[config.mk]
export PLATFORM = sky130hd
export DESIGN_NAME = mem_arbiter_flat
export DESIGN_NICKNAME = d
export VERILOG_FILES = /design/src/rtl/mem_arbiter_if.sv /design/src/rtl/mem_arbiter.sv /design/src/flat_wrapper.sv
export SDC_FILE = /design/constraint.sdc
export NUM_CORES = 1
export LEC_CHECK = 0
export ABC_AREA = 1
export BUFFER_PORTS_ARGS = -buffer_cell sky130_fd_sc_hd__buf_2
export CAP_MARGIN = 25
export CORE_ASPECT_RATIO = 1.2
export CORE_MARGIN = 2
export CORE_UTILIZATION = 41
export CTS_CLUSTER_DIAMETER = 150
export DETAILED_ROUTE_END_ITERATION = 10
export PLACE_DENSITY = 0.86
export SLEW_MARGIN = 25
export SYNTH_ARGS = -nofsm -noshare
export SYNTH_HDL_FRONTEND = slang
export SYNTH_SLANG_ARGS = --single-unit
[constraint.sdc]
create_clock -name clk -period 1.3 [get_ports clk]
set_input_delay 0 -clock clk [delete_from_list [all_inputs] [get_ports clk]]
set_output_delay 0 -clock clk [all_outputs]
set_load 0.02 [all_outputs]
[src/rtl/mem_arbiter_if.sv]
// Bundle between the two requesters, the arbiter and the single-port RAM.
interface mem_arbiter_if #(
    parameter int DATA_WIDTH     = 16,
    parameter int ADDR_WIDTH     = 9,
    parameter int RAM_ADDR_WIDTH = 8
);
    // Handshake: reqX is held (with cmdX/addrX/wdataX) until doneX; doneX is a
    // one-cycle pulse with rdata valid, and the requester drops reqX after it.
    logic                      req0, req1;
    logic [1:0]                cmd0, cmd1;
    logic [ADDR_WIDTH-1:0]     addr0, addr1;
    logic [DATA_WIDTH-1:0]     wdata0, wdata1;
    logic                      gnt0, gnt1;
    logic                      done0, done1;
    logic [DATA_WIDTH-1:0]     rdata;
    logic [RAM_ADDR_WIDTH-1:0] ram_addr;
    logic                      ram_write;
    logic [DATA_WIDTH-1:0]     ram_din;
    logic [DATA_WIDTH-1:0]     ram_dout;

    modport slave (
        input  req0, req1, cmd0, cmd1, addr0, addr1, wdata0, wdata1, ram_dout,
        output gnt0, gnt1, done0, done1, rdata, ram_addr, ram_write, ram_din
    );

    modport master (
        output req0, req1, cmd0, cmd1, addr0, addr1, wdata0, wdata1, ram_dout,
        input  gnt0, gnt1, done0, done1, rdata, ram_addr, ram_write, ram_din
    );
endinterface

[src/rtl/mem_arbiter.sv]
// Round-robin arbiter sharing one synchronous single-port RAM between CPU (port 0)
// and loader (port 1); addresses with the MSB set are off-RAM and never touch it.
module mem_arbiter #(
    parameter int DATA_WIDTH     = 16,
    parameter int ADDR_WIDTH     = 9,
    parameter int RAM_ADDR_WIDTH = 8
) (
    input  logic         clk,
    input  logic         reset,
    mem_arbiter_if.slave bus,
    output logic [1:0]   dbg_state
);
    localparam logic [1:0] MREAD  = 2'b11;
    localparam logic [1:0] MWRITE = 2'b01;

    typedef enum logic [1:0] {IDLE = 2'd0, ACCESS = 2'd1, RDWAIT = 2'd2, DONE = 2'd3} state_t;

    state_t                    state;
    logic                      last_gnt;
    logic                      port_q;
    logic                      rd_q;
    logic                      off_q;
    logic                      gnt0_q, gnt1_q, done0_q, done1_q, ram_write_q;
    logic [DATA_WIDTH-1:0]     rdata_q, ram_din_q;
    logic [RAM_ADDR_WIDTH-1:0] ram_addr_q;

    logic                      any_req;
    logic                      pick1;
    logic [1:0]                w_cmd;
    logic [ADDR_WIDTH-1:0]     w_addr;
    logic [DATA_WIDTH-1:0]     w_wdata;

    // On a tie the port that did not win last time gets the RAM.
    assign any_req = bus.req0 | bus.req1;
    assign pick1   = bus.req1 & (~bus.req0 | ~last_gnt);
    assign w_cmd   = pick1 ? bus.cmd1   : bus.cmd0;
    assign w_addr  = pick1 ? bus.addr1  : bus.addr0;
    assign w_wdata = pick1 ? bus.wdata1 : bus.wdata0;

    always_ff @(posedge clk or posedge reset) begin
        if (reset) begin
            state       <= IDLE;
            last_gnt    <= 1'b1;
            port_q      <= 1'b0;
            rd_q        <= 1'b0;
            off_q       <= 1'b0;
            gnt0_q      <= 1'b0;
            gnt1_q      <= 1'b0;
            done0_q     <= 1'b0;
            done1_q     <= 1'b0;
            ram_write_q <= 1'b0;
            rdata_q     <= '0;
            ram_din_q   <= '0;
            ram_addr_q  <= '0;
        end else begin
            case (state)
                IDLE: begin
                    if (any_req) begin
                        port_q      <= pick1;
                        last_gnt    <= pick1;
                        gnt0_q      <= ~pick1;
                        gnt1_q      <= pick1;
                        ram_addr_q  <= w_addr[RAM_ADDR_WIDTH-1:0];
                        ram_din_q   <= w_wdata;
                        off_q       <= w_addr[ADDR_WIDTH-1];
                        rd_q        <= (w_cmd == MREAD);
                        // Strobe is registered so it is high for exactly the ACCESS cycle.
                        ram_write_q <= (w_cmd == MWRITE) & ~w_addr[ADDR_WIDTH-1];
                        state       <= ACCESS;
                    end
                end
                ACCESS: begin
                    ram_write_q <= 1'b0;
                    if (rd_q) begin
                        state <= RDWAIT;
                    end else begin
                        done0_q <= ~port_q;
                        done1_q <= port_q;
                        state   <= DONE;
                    end
                end
                RDWAIT: begin
                    rdata_q <= off_q ? '0 : bus.ram_dout;
                    done0_q <= ~port_q;
                    done1_q <= port_q;
                    state   <= DONE;
                end
                DONE: begin
                    done0_q <= 1'b0;
                    done1_q <= 1'b0;
                    gnt0_q  <= 1'b0;
                    gnt1_q  <= 1'b0;
                    state   <= IDLE;
                end
                default: state <= IDLE;
            endcase
        end
    end

    assign bus.gnt0      = gnt0_q;
    assign bus.gnt1      = gnt1_q;
    assign bus.done0     = done0_q;
    assign bus.done1     = done1_q;
    assign bus.rdata     = rdata_q;
    assign bus.ram_addr  = ram_addr_q;
    assign bus.ram_write = ram_write_q;
    assign bus.ram_din   = ram_din_q;
    assign dbg_state     = state;
endmodule
[src/flat_wrapper.sv]
// flat-port wrapper written by rule: the top's interface ports become plain ports
module mem_arbiter_flat 
#(
    parameter int DATA_WIDTH     = 16,
    parameter int ADDR_WIDTH     = 9,
    parameter int RAM_ADDR_WIDTH = 8
)
  (clk, reset, dbg_state, bus_req0, bus_req1, bus_cmd0, bus_cmd1, bus_addr0, bus_addr1, bus_wdata0, bus_wdata1, bus_ram_dout, bus_gnt0, bus_gnt1, bus_done0, bus_done1, bus_rdata, bus_ram_addr, bus_ram_write, bus_ram_din);
  mem_arbiter_if #(.DATA_WIDTH(DATA_WIDTH), .ADDR_WIDTH(ADDR_WIDTH), .RAM_ADDR_WIDTH(RAM_ADDR_WIDTH)) bus_i ();
  input  logic clk;
  input  logic reset;
  output logic [1:0] dbg_state;
  input wire logic [$bits(bus_i.req0)-1:0] bus_req0;
  input wire logic [$bits(bus_i.req1)-1:0] bus_req1;
  input wire logic [$bits(bus_i.cmd0)-1:0] bus_cmd0;
  input wire logic [$bits(bus_i.cmd1)-1:0] bus_cmd1;
  input wire logic [$bits(bus_i.addr0)-1:0] bus_addr0;
  input wire logic [$bits(bus_i.addr1)-1:0] bus_addr1;
  input wire logic [$bits(bus_i.wdata0)-1:0] bus_wdata0;
  input wire logic [$bits(bus_i.wdata1)-1:0] bus_wdata1;
  input wire logic [$bits(bus_i.ram_dout)-1:0] bus_ram_dout;
  output wire logic [$bits(bus_i.gnt0)-1:0] bus_gnt0;
  output wire logic [$bits(bus_i.gnt1)-1:0] bus_gnt1;
  output wire logic [$bits(bus_i.done0)-1:0] bus_done0;
  output wire logic [$bits(bus_i.done1)-1:0] bus_done1;
  output wire logic [$bits(bus_i.rdata)-1:0] bus_rdata;
  output wire logic [$bits(bus_i.ram_addr)-1:0] bus_ram_addr;
  output wire logic [$bits(bus_i.ram_write)-1:0] bus_ram_write;
  output wire logic [$bits(bus_i.ram_din)-1:0] bus_ram_din;
  assign bus_i.req0 = bus_req0;
  assign bus_i.req1 = bus_req1;
  assign bus_i.cmd0 = bus_cmd0;
  assign bus_i.cmd1 = bus_cmd1;
  assign bus_i.addr0 = bus_addr0;
  assign bus_i.addr1 = bus_addr1;
  assign bus_i.wdata0 = bus_wdata0;
  assign bus_i.wdata1 = bus_wdata1;
  assign bus_i.ram_dout = bus_ram_dout;
  assign bus_gnt0 = bus_i.gnt0;
  assign bus_gnt1 = bus_i.gnt1;
  assign bus_done0 = bus_i.done0;
  assign bus_done1 = bus_i.done1;
  assign bus_rdata = bus_i.rdata;
  assign bus_ram_addr = bus_i.ram_addr;
  assign bus_ram_write = bus_i.ram_write;
  assign bus_ram_din = bus_i.ram_din;
  mem_arbiter #(.DATA_WIDTH(DATA_WIDTH), .ADDR_WIDTH(ADDR_WIDTH), .RAM_ADDR_WIDTH(RAM_ADDR_WIDTH)) u_core (.clk(clk), .reset(reset), .bus(bus_i), .dbg_state(dbg_state));
endmodule
## Word level (Yosys, flattened, before mapping)

Index checks and enable logic that the tools add are counted.
Widths: inputs -> output; s select.

- Equal/unequal tests: 7
- Multiplexer cells: 17
- Bitwise operators: 9
- Reductions and logical operators: 8

Operator list:

| cell | count |
|---|---|
| $mux 16 | 2 |
| $mux 9 | 1 |
| $pmux 2 s4 | 1 |
| $reduce_and 2->1 | 4 |
| $eq 2x2->1 const B | 3 |
| $mux 1 | 6 |
| $pmux 1 s2 | 3 |
| $pmux 1 s3 | 2 |
| $not 1->1 | 5 |
| $eq 2x1->1 const B | 2 |
| $mux 2 | 2 |
| $reduce_bool 2->1 | 2 |
| $reduce_bool 3->1 | 1 |
| $and 1x1->1 | 2 |
| $logic_not 2->1 | 1 |
| $ne 2x1->1 const B | 1 |
| $ne 2x2->1 const B | 1 |
| $or 1x1->1 | 2 |

- Bits in registers: 51
- Input bits: 74
- Output and inout port bits: 47

## Depth between registers and ports, before layout

Gate-level depths: netlist of run 1.

- Depth in word-level cells: 8
- Gate-level depth with buffers: 8

## Worst setup path after synthesis of run 1

No wires, ideal clock.

- Path type: flip-flop to flip-flop
- From: reg u_core.state[0] (netlist: u_core.dbg_state[0])
- To: reg u_core.ram_din_q[1] (netlist: u_core.bus.ram_din[1])
- Setup time: 0.124 ns
- Data arrival time: 1.352 ns
- Required time: 1.176 ns
- Slack: -0.176 ns
- Stages on the path, launching flop included: 9
- Buffers on the path: 2
- Period minus slack after synthesis: 1.476 ns
- Cells stage by stage: dfrtp_1 inv_1 ha_1 nand2_2 inv_2 buf_6 buf_6 o211ai_1 nand2_1

- Longest elaborated chain between the ends: 2

Ends and longest elaborated chain:

| element | line | source |
|---|---|---|
| start: declaration | mem_arbiter.sv:18 | `state_t state;` |
| start signal: assignment | mem_arbiter.sv:42 | `state <= IDLE;` |
| start signal: assignment | mem_arbiter.sv:69 | `state <= ACCESS;` |
| start signal: assignment | mem_arbiter.sv:75 | `state <= RDWAIT;` |
| $logic_not 2->1 | mem_arbiter.sv:56 | `case (state)` |
| $reduce_and 2->1 (no line) | -- |  |
| end signal: assignment | mem_arbiter.sv:64 | `ram_din_q <= w_wdata;` |
| end: declaration | mem_arbiter.sv:24 | `logic [DATA_WIDTH-1:0] rdata_q, ram_din_q;` |

Every way passes these cells.
A chain may end at the register's enable or synchronous reset.

## Final worst setup path of run 1

- From: reg u_core.state[0] (netlist: u_core.dbg_state[0])
- To: reg u_core.gnt1_q (netlist: u_core.bus.gnt1)

- Longest elaborated chain between the ends: 3

Ends and longest elaborated chain:

| element | line | source |
|---|---|---|
| $eq 2x2->1 or $logic_not 2->1 (tied branches) | mem_arbiter.sv:56 |  |
| $reduce_bool 2->1 (no line) or $ne 2x1->1 (tied branches) | -- |  |
| $reduce_and 2->1 (no line) | -- |  |
| end signal: assignment | mem_arbiter.sv:62 | `gnt1_q <= pick1;` |
| end: declaration | mem_arbiter.sv:23 | `logic gnt0_q, gnt1_q, done0_q, done1_q, ram_write_q;` |

Several ways; a longest one is shown, not always the timed one.

==> results of run 1 <==
==> worst min-delay path, cell delays in order <==
cell	delay [ps]
buf_2	80
inv_1	30
nand2_1	50
o211ai_1	80
nand2_1	50
==> power by group <==
| group | internal [W] | total, W | switching, W |
|---|---|---|---|
| clock network | 0.000633 | 0.00114 | 0.000511 |
| registers | 0.00234 | 0.00278 | 0.000438 |
| logic | 0.00162 | 0.00417 | 0.00255 |
==> flip-flops by register name, summed over array words and instances (netlist names) <==
signal                cells
u_core.bus.ram_din       16
u_core.bus.rdata         16
u_core.bus.ram_addr       8
u_core.dbg_state          2
u_core.bus.done0          1
u_core.bus.done1          1
u_core.bus.gnt0           1
u_core.bus.gnt1           1
u_core.bus.ram_write      1
u_core.last_gnt           1
u_core.off_q              1
u_core.port_q             1
u_core.rd_q               1
==> through the flow <==
stage	setup slack, ps	cell area (um2)	power (W)	cells	util
2_1_floorplan	-38.44	2459	0.005224	297	-
3_3_place_gp	41.78	3191	0.006392	494	0.5592
3_5_place_dp	-2.791	3191	0.006562	494	0.5592
4_1_cts	9.624	3792	0.007906	546	0.6647
5_1_grt	-28.41	3901	0.008654	551	0.6838
6_report	31.01	3904	0.008097	552	0.6842
==> repair_timing <==
action | CTS | global route
pin swaps | 1 | 4
setup buffers | 1 | 4
gates resized for setup | 4 | 16
setup endpoints to repair | 11 | 43
hold buffers | 42 | 0
endpoints found under the hold margin | 90 | 0
gates cloned | 1 | 1
==> area by class of cell <==
class,instances,area (um2),share of cell area
sequential,51,1280,0.3279
timing repair buffer,181,1277,0.3272
multi-input combinational,174,903.4,0.2314
inverter,57,219.0,0.05609
tap,80,100.1,0.02564
clock buffer,6,82.58,0.02115
clock inverter,2,38.79,0.009936
antenna,1,2.502,0.0006410
==> layer usage <==
layer	vias to the layer above	track usage	routed length [um]
met5	-	0	0
met4	0	0.1055	243
met3	23	0.05239	544
met2	112	0.4107	3849
met1	1213	0.2270	2780
li1	1283	-	-
==> layout by cell type (no fill, tap or decap), types with 2 or more instances in the layout <==
master	synthesis	layout
nand2_1	87	86
ha_2	0	2
inv_1	54	51
dfrtp_1	50	48
dfrtp_2	0	2
buf_2	6	120
o22ai_1	3	3
o21ai_1	0	2
o211ai_1	25	25
buf_6	2	3
a21oi_1	3	2
nand3_1	22	22
clkbuf_8	0	6
inv_2	3	4
nor2_1	5	5
o21ai_0	22	20
buf_4	1	8
buf_12	0	4
dlygate4sd3_1	0	42
inv_4	0	2
buf_8	0	2
nand2_4	0	2
==> how the worst max path moves through the flow <==
stage / from / endpoint / slack (ps)
floorplan: reset / u_core.dbg_state[0]$_DFFE_PP0P_ / -40
global route: u_core.dbg_state[0]$_DFFE_PP0P_ / u_core.bus.ram_din[9]$_DFFE_PP0P_ / -30
detailed placement: u_core.last_gnt$_DFFE_PP1P_ / u_core.bus.ram_din[6]$_DFFE_PP0P_ / -3
CTS: u_core.last_gnt$_DFFE_PP1P_ / u_core.bus.ram_din[11]$_DFFE_PP0P_ / 10
global placement: u_core.last_gnt$_DFFE_PP1P_ / u_core.bus.ram_din[6]$_DFFE_PP0P_ / 40
finish: u_core.dbg_state[0]$_DFFE_PP0P_ / u_core.bus.gnt1$_DFFE_PP0P_ / 30
==> cell families (layout without fill, tap and decap cells) <==
group,count (synthesis),count (layout),share of synthesized area
buffers and inverters,72,246,0.1220
and+or+nand+nor,117,117,0.1952
DFF,51,51,0.5257
adders and majority gates,4,4,0.02060
other,0,1,0
AOI/OAI and AO/OA,53,53,0.1365
==> key figures, run 1 <==
Critical path
  – Largest stage delay, worst path: 450 ps
  – Worst Reg-to-Reg Cells: 6
  – Worst path bufs/invs: 2
  – WP data required: 1480 ps
  – Crit path max-delay family: flip-flops
  – Worst reg2reg startpoint: u_core.dbg_state[0]$_DFFE_PP0P_
  – WP depth: 6
  – End of the worst register-to-register path: u_core.bus.gnt1$_DFFE_PP0P_
  – Crit-path slowest cell: dfrtp_2
  – R2R Setup Slk: 30 ps
  – CP Cell Sequence: inv_4, ha_4, nand2_4, buf_8, o21ai_0, o22ai_1
  – Critical path capture point type: flop
  – WP data arrival: 1450 ps
  – CP Class: flop to flop
  – Startpoint class of the critical path: flop
  – Crit Path Max Fanout: 13

Die
  – I/O pin count: 121
  – Die height: 88.33 um
  – Core Rows: 30
  – Initial Utilization: 0.4259
  – Die X: 74.28 um
  – Core Region: 0.005705 mm2
  – Die area: 0.006561 mm2

STA
  – Period utilization: 0.9761
  – Slew headroom: 0.7438
  – Clock skew: 14.85 ps
  – Crit path time final: 1269 ps
  – Fmax: 788.0 MHz
  – Slew @ Worst Pin: 384.3 ps
  – Min Hold Slack: 4.679 ps
  – Endpoints failing setup: 0
  – Setup_tns: 0 ps
  – RSZ-0062 raised after global routing: true
  – Final Hold Viols: 0
  – Max-slew violation count: 0

Power and ir drop
  – Worst vdd ir: 1.062 mV
  – Leak: 2.171 nW
  – Power per cell area: 2074 mW/mm2

Hold path
  – Hold Path Class: input port to flop
  – Worst hold path depth: 5
  – Hold-critical path endpoint: u_core.bus.ram_din[14]$_DFFE_PP0P_
  – Worst Hold Launch: bus_wdata0[14]

GRT
  – Vias in the first global route: 2,563
  – GR Util All Layers: 0.2198
  – Total grt overflow: 0
  – Largest net degree at the start of global routing: 33
  – Global-route wire length before repair: 11.05 mm
  – Initial antenna violation count: 0

Place
  – Port buffer count: 120
  – HPWL after DPL: 4.638 mm
  – Placer Congestion: 0.7560

Detailed routing
  – Detailed Routing Iterations Pass 1: 4
  – WL/cell: 13.44 um
  – Routed vias/inst: 4.766
  – Initial DRC Count: 115
  – Residual DRC count: 0
  – Total Wirelength: 7.418 mm
  – Vias: 2,631
  – Antenna-violating nets left: 0

Synth
  – Post-synth EDFFs: 0
  – Post-synth net total: 375
  – Post-synthesis register bit count: 51
  – Post-synthesis cell type count: 17
  – Yosys top cell area share: 0.5149
  – Top post-synthesis cells by area: dfrtp_1, nand2_1, inv_1, o211ai_1, nand3_1
  – Synth area leader: dfrtp_1
  – Average size of a mapped cell: 8.181 um2
  – Synthesized area: 0.002430 mm2
  – Sequential-to-total area share from yosys stat: 0.5257
  – Most used DFF post-synth: dfrtp_1
  – Synth Instances: 297
  – Ys async rst share: 1.000
  – Count leader, synth: nand2_1
  – Syn. warnings: 0
  – Top cells by count, synth: nand2_1, inv_1, dfrtp_1

Clocking
  – Max Root-Sink Buffers: 2
  – Num CTS Buffers: 5
  – CTS clk-pin slew, worst paths: 100 ps
  – Clock sink total: 51
  – Worst-Skew Late Latency: 310 ps
  – CTS H-tree depth: 2
  – TritonCTS clock tree: built
  – Clock Tree Root: clkbuf_8

Layout
  – Layout net count: 548
  – Layout fillers: 440
  – Area grow syn2layout: 60.66%
  – Layout cell share with drive strength beyond 1: 0.3482

Run
  – Max cap viols: 0

Run status
  – Status: complete, no violations
No activity file was read; power rests on OpenSTA's default activity.
==> inputs of run 2 (changes only) <==
--- a/config.mk
+++ b/config.mk
@@ -8,9 +8,11 @@
 export ABC_AREA = 1
 export BUFFER_PORTS_ARGS = -buffer_cell sky130_fd_sc_hd__buf_2
 export CAP_MARGIN = 25
+export CELL_PAD_IN_SITES_DETAIL_PLACEMENT = 2
+export CELL_PAD_IN_SITES_GLOBAL_PLACEMENT = 2
 export CORE_ASPECT_RATIO = 1.2
 export CORE_MARGIN = 2
-export CORE_UTILIZATION = 41
+export CORE_UTILIZATION = 22
 export CTS_CLUSTER_DIAMETER = 150
 export DETAILED_ROUTE_END_ITERATION = 10
 export PLACE_DENSITY = 0.86
==> run 2 against run 1 <==
Effect of this change: the run now ends with negative setup slack left; cell count increased by 9.4%; core utilization down 31 points; hold slack hardly changed; largest cell class is now non-clock buffers.
==> key figures, run 2 (synthesis gave the netlist of run 1 again) <==
GRT
  – GR Util All Layers: 0.1638 (was 0.2198)
  – Total grt overflow: 0 (unchanged)
  – Global-route wire length before repair: 15.46 mm (was 11.05 mm)
  – Initial antenna violation count: 0 (unchanged)
  – Vias in the first global route: 3,087 (was 2,563)
  – Largest net degree at the start of global routing: 52 (was 33)

Die
  – Die height: 119.1 um (was 88.33 um)
  – Core Rows: 42 (was 30)
  – Die X: 99.94 um (was 74.28 um)
  – Die area: 0.01190 mm2 (was 0.006561 mm2)
  – Initial Utilization: 0.2234 (was 0.4259)
  – I/O pin count: 121 (unchanged)
  – Core Region: 0.01088 mm2 (was 0.005705 mm2)

Clocking
  – Clock Tree Root: clkbuf_16 (was clkbuf_8)
  – Max Root-Sink Buffers: 2 (unchanged)
  – Num CTS Buffers: 5 (unchanged)
  – CTS clk-pin slew, worst paths: 70 ps (was 100 ps)
  – Worst-Skew Late Latency: 290 ps (was 310 ps)
  – CTS H-tree depth: 2 (unchanged)
  – TritonCTS clock tree: built (unchanged)
  – Clock sink total: 51 (unchanged)

STA
  – Endpoints failing setup: 3 (was 0)
  – Slew @ Worst Pin: 303.6 ps (was 384.3 ps)
  – Final Hold Viols: 0 (unchanged)
  – Max-slew violation count: 0 (unchanged)
  – Slew headroom: 0.7973 (was 0.7438)
  – Worst setup margin: -29.67 ps (was 31.01 ps)
  – Fmax: 752.1 MHz (was 788.0 MHz)
  – Setup_tns: -43.43 ps (was 0 ps)
  – Crit path time final: 1330 ps (was 1269 ps)
  – Clock skew: 5.468 ps (was 14.85 ps)
  – RSZ-0062 raised after global routing: true (unchanged)
  – Period utilization: 1.023 (was 0.9761)

Detailed routing
  – Antenna-violating nets left: 0 (unchanged)
  – Top sig layer: met4 (unchanged)
  – Met3 wire len: 502 um (was 544 um)
  – Detailed Routing Iterations Pass 1: 4 (unchanged)
  – Residual DRC count: 0 (unchanged)
  – Initial DRC Count: 32 (was 115)
  – Met2 wire len: 5.247 mm (was 3.849 mm)
  – Total Wirelength: 9.458 mm (was 7.418 mm)
  – Routed vias/inst: 4.407 (was 4.766)
  – WL/cell: 15.66 um (was 13.44 um)
  – M1 WL: 3.627 mm (was 2.780 mm)
  – Vias: 2,662 (was 2,631)

Hold path
  – Worst hold path depth: 3 (was 5)
  – Hold Path Class: input port to flop (unchanged)
  – Hold-critical path endpoint: u_core.bus.ram_din[4]$_DFFE_PP0P_ (was u_core.bus.ram_din[14]$_DFFE_PP0P_)
  – Worst Hold Launch: bus_wdata1[4] (was bus_wdata0[14])

Layout
  – Post-route cell area: 0.004028 mm2 (was 0.003904 mm2)
  – Non-Filler Instances: 604 (was 552)
  – Layout net count: 548 (unchanged)
  – Multi-input gate area: 929.6 um2 (was 903.4 um2)
  – Layout Utilization: 0.3703 (was 0.6842)
  – Sequential Area: 0.001280 mm2 (unchanged)
  – Layout fillers: 1,210 (was 440)
  – Layout cell share with drive strength beyond 1: 0.3694 (was 0.3482)
  – Commonest non-fill, non-tap cell in the layout: buf_2 (unchanged)
  – Most frequent cells in the layout: buf_2, nand2_1, inv_1, dfrtp_1, dlygate4sd3_1 (unchanged)
  – Area grow syn2layout: 65.76% (was 60.66%)

Critical path
  – Crit Path Max Fanout: 17 (was 13)
  – CP Class: flop to flop (unchanged)
  – Worst reg2reg startpoint: u_core.last_gnt$_DFFE_PP1P_ (was u_core.dbg_state[0]$_DFFE_PP0P_)
  – Worst Reg-to-Reg Cells: 5 (was 6)
  – Crit. Startpoint: u_core.last_gnt$_DFFE_PP1P_ (was u_core.dbg_state[0]$_DFFE_PP0P_)
  – Critical path capture point type: flop (unchanged)
  – Startpoint class of the critical path: flop (unchanged)
  – R2R Setup Slk: -30 ps (was 30 ps)
  – WP data required: 1520 ps (was 1480 ps)
  – WP data arrival: 1540 ps (was 1450 ps)
  – End of the worst register-to-register path: u_core.bus.ram_din[8]$_DFFE_PP0P_ (was u_core.bus.gnt1$_DFFE_PP0P_)

Run status
  – Status: finished, violations left (was complete, no violations)
  – Failing checks: negative setup slack

Place
  – Area after DPL: 0.003268 mm2 (was 0.003191 mm2)
  – Placed Cells: 546 (was 494)
  – HPWL after DPL: 6.174 mm (was 4.638 mm)
  – Port buffer count: 120 (unchanged)
  – Placer Congestion: 0.7399 (was 0.7560)

Power and ir drop
  – Leak: 2.200 nW (was 2.171 nW)
  – Power per cell area: 2116 mW/mm2 (was 2074 mW/mm2)
  – Worst vdd ir: 0.5832 mV (was 1.062 mV)
  – Pwr Total: 0.008524 W (was 0.008097 W)

Run
  – Max cap viols: 0 (unchanged)
-- run 2: changes by cell type in the layout (fill, tap and decap cells not counted), moves of 2 or more --
| cell | delta |
|---|---|
| nand2_1 | -8 |
| dlygate4sd3_1 | -3 |
| clkbuf_16 | +4 |
| o21ai_0 | -2 |
| clkbuf_1 | +2 |
| buf_4 | +4 |
| nand2_2 | +6 |
| nand2_4 | +3 |
| o21ai_1 | +2 |
| buf_8 | -2 |
| clkbuf_8 | -6 |
-- run 2: repair_timing --
action | in CTS | in global routing
cloned | 3 | 0
setup buffers | 5 | 2
endpoints found under the hold margin | 88 | 0
gates resized for setup | 6 | 24
pin swaps | 1 | 19
hold buffers | 39 | 0
setup endpoints to repair | 21 | 43
-- run 2: where the power goes --
part,internal [W],switching (W)
combinational,0.00174,0.00272
sequential,0.00234,0.000444
clock,0.000713,0.000561
-- run 2: worst max-delay path by stage --
stage / endpoint
floorplan: u_core.dbg_state[0]$_DFFE_PP0P_
global placement: u_core.rd_q$_DFFE_PP0P_
detailed placement: u_core.bus.ram_din[6]$_DFFE_PP0P_
CTS: u_core.bus.ram_din[9]$_DFFE_PP0P_
global route: u_core.bus.ram_din[8]$_DFFE_PP0P_
finish: u_core.bus.ram_din[8]$_DFFE_PP0P_
-- run 2: worst max-delay path, stage by stage, from the launching register on --
cell and delay, ps:
dfstp_2 540, nand2_2 70, nand2_4 120, bufbuf_16 310
o211ai_1 100, nand2_1 110
-- run 2: layer usage --
metal  global-route usage  vias to the layer above
li1                     -                     1278
met1               0.1832                     1293
met2               0.3104                       84
met3              0.03815                        7
met4              0.03596                        0
met5                    0                        -
-- run 2: layout make-up --
cell class                      count  share of cell area
Timing Repair Buffer              181              0.3206
Sequential cell                    51              0.3178
Multi-Input combinational cell    174              0.2308
Inverter                           57             0.05499
Tap cell                          132             0.04101
Clock buffer                        7             0.03293
Clock inverter                      1            0.001243
Antenna cell                        1           0.0006213
-- run 2: through the flow --
| step | setup slack [ps] | hold WS (ps) |
|---|---|---|
| 6_report | -29.67 | 4.800 |
| 2_1_floorplan | -38.44 | 146.9 |
| 4_1_cts | -48.41 | 6.659 |
| 3_5_place_dp | -118.6 | 77.20 |
| 3_3_place_gp | 33.70 | 70.23 |
| 5_1_grt | -90.33 | 13.36 |
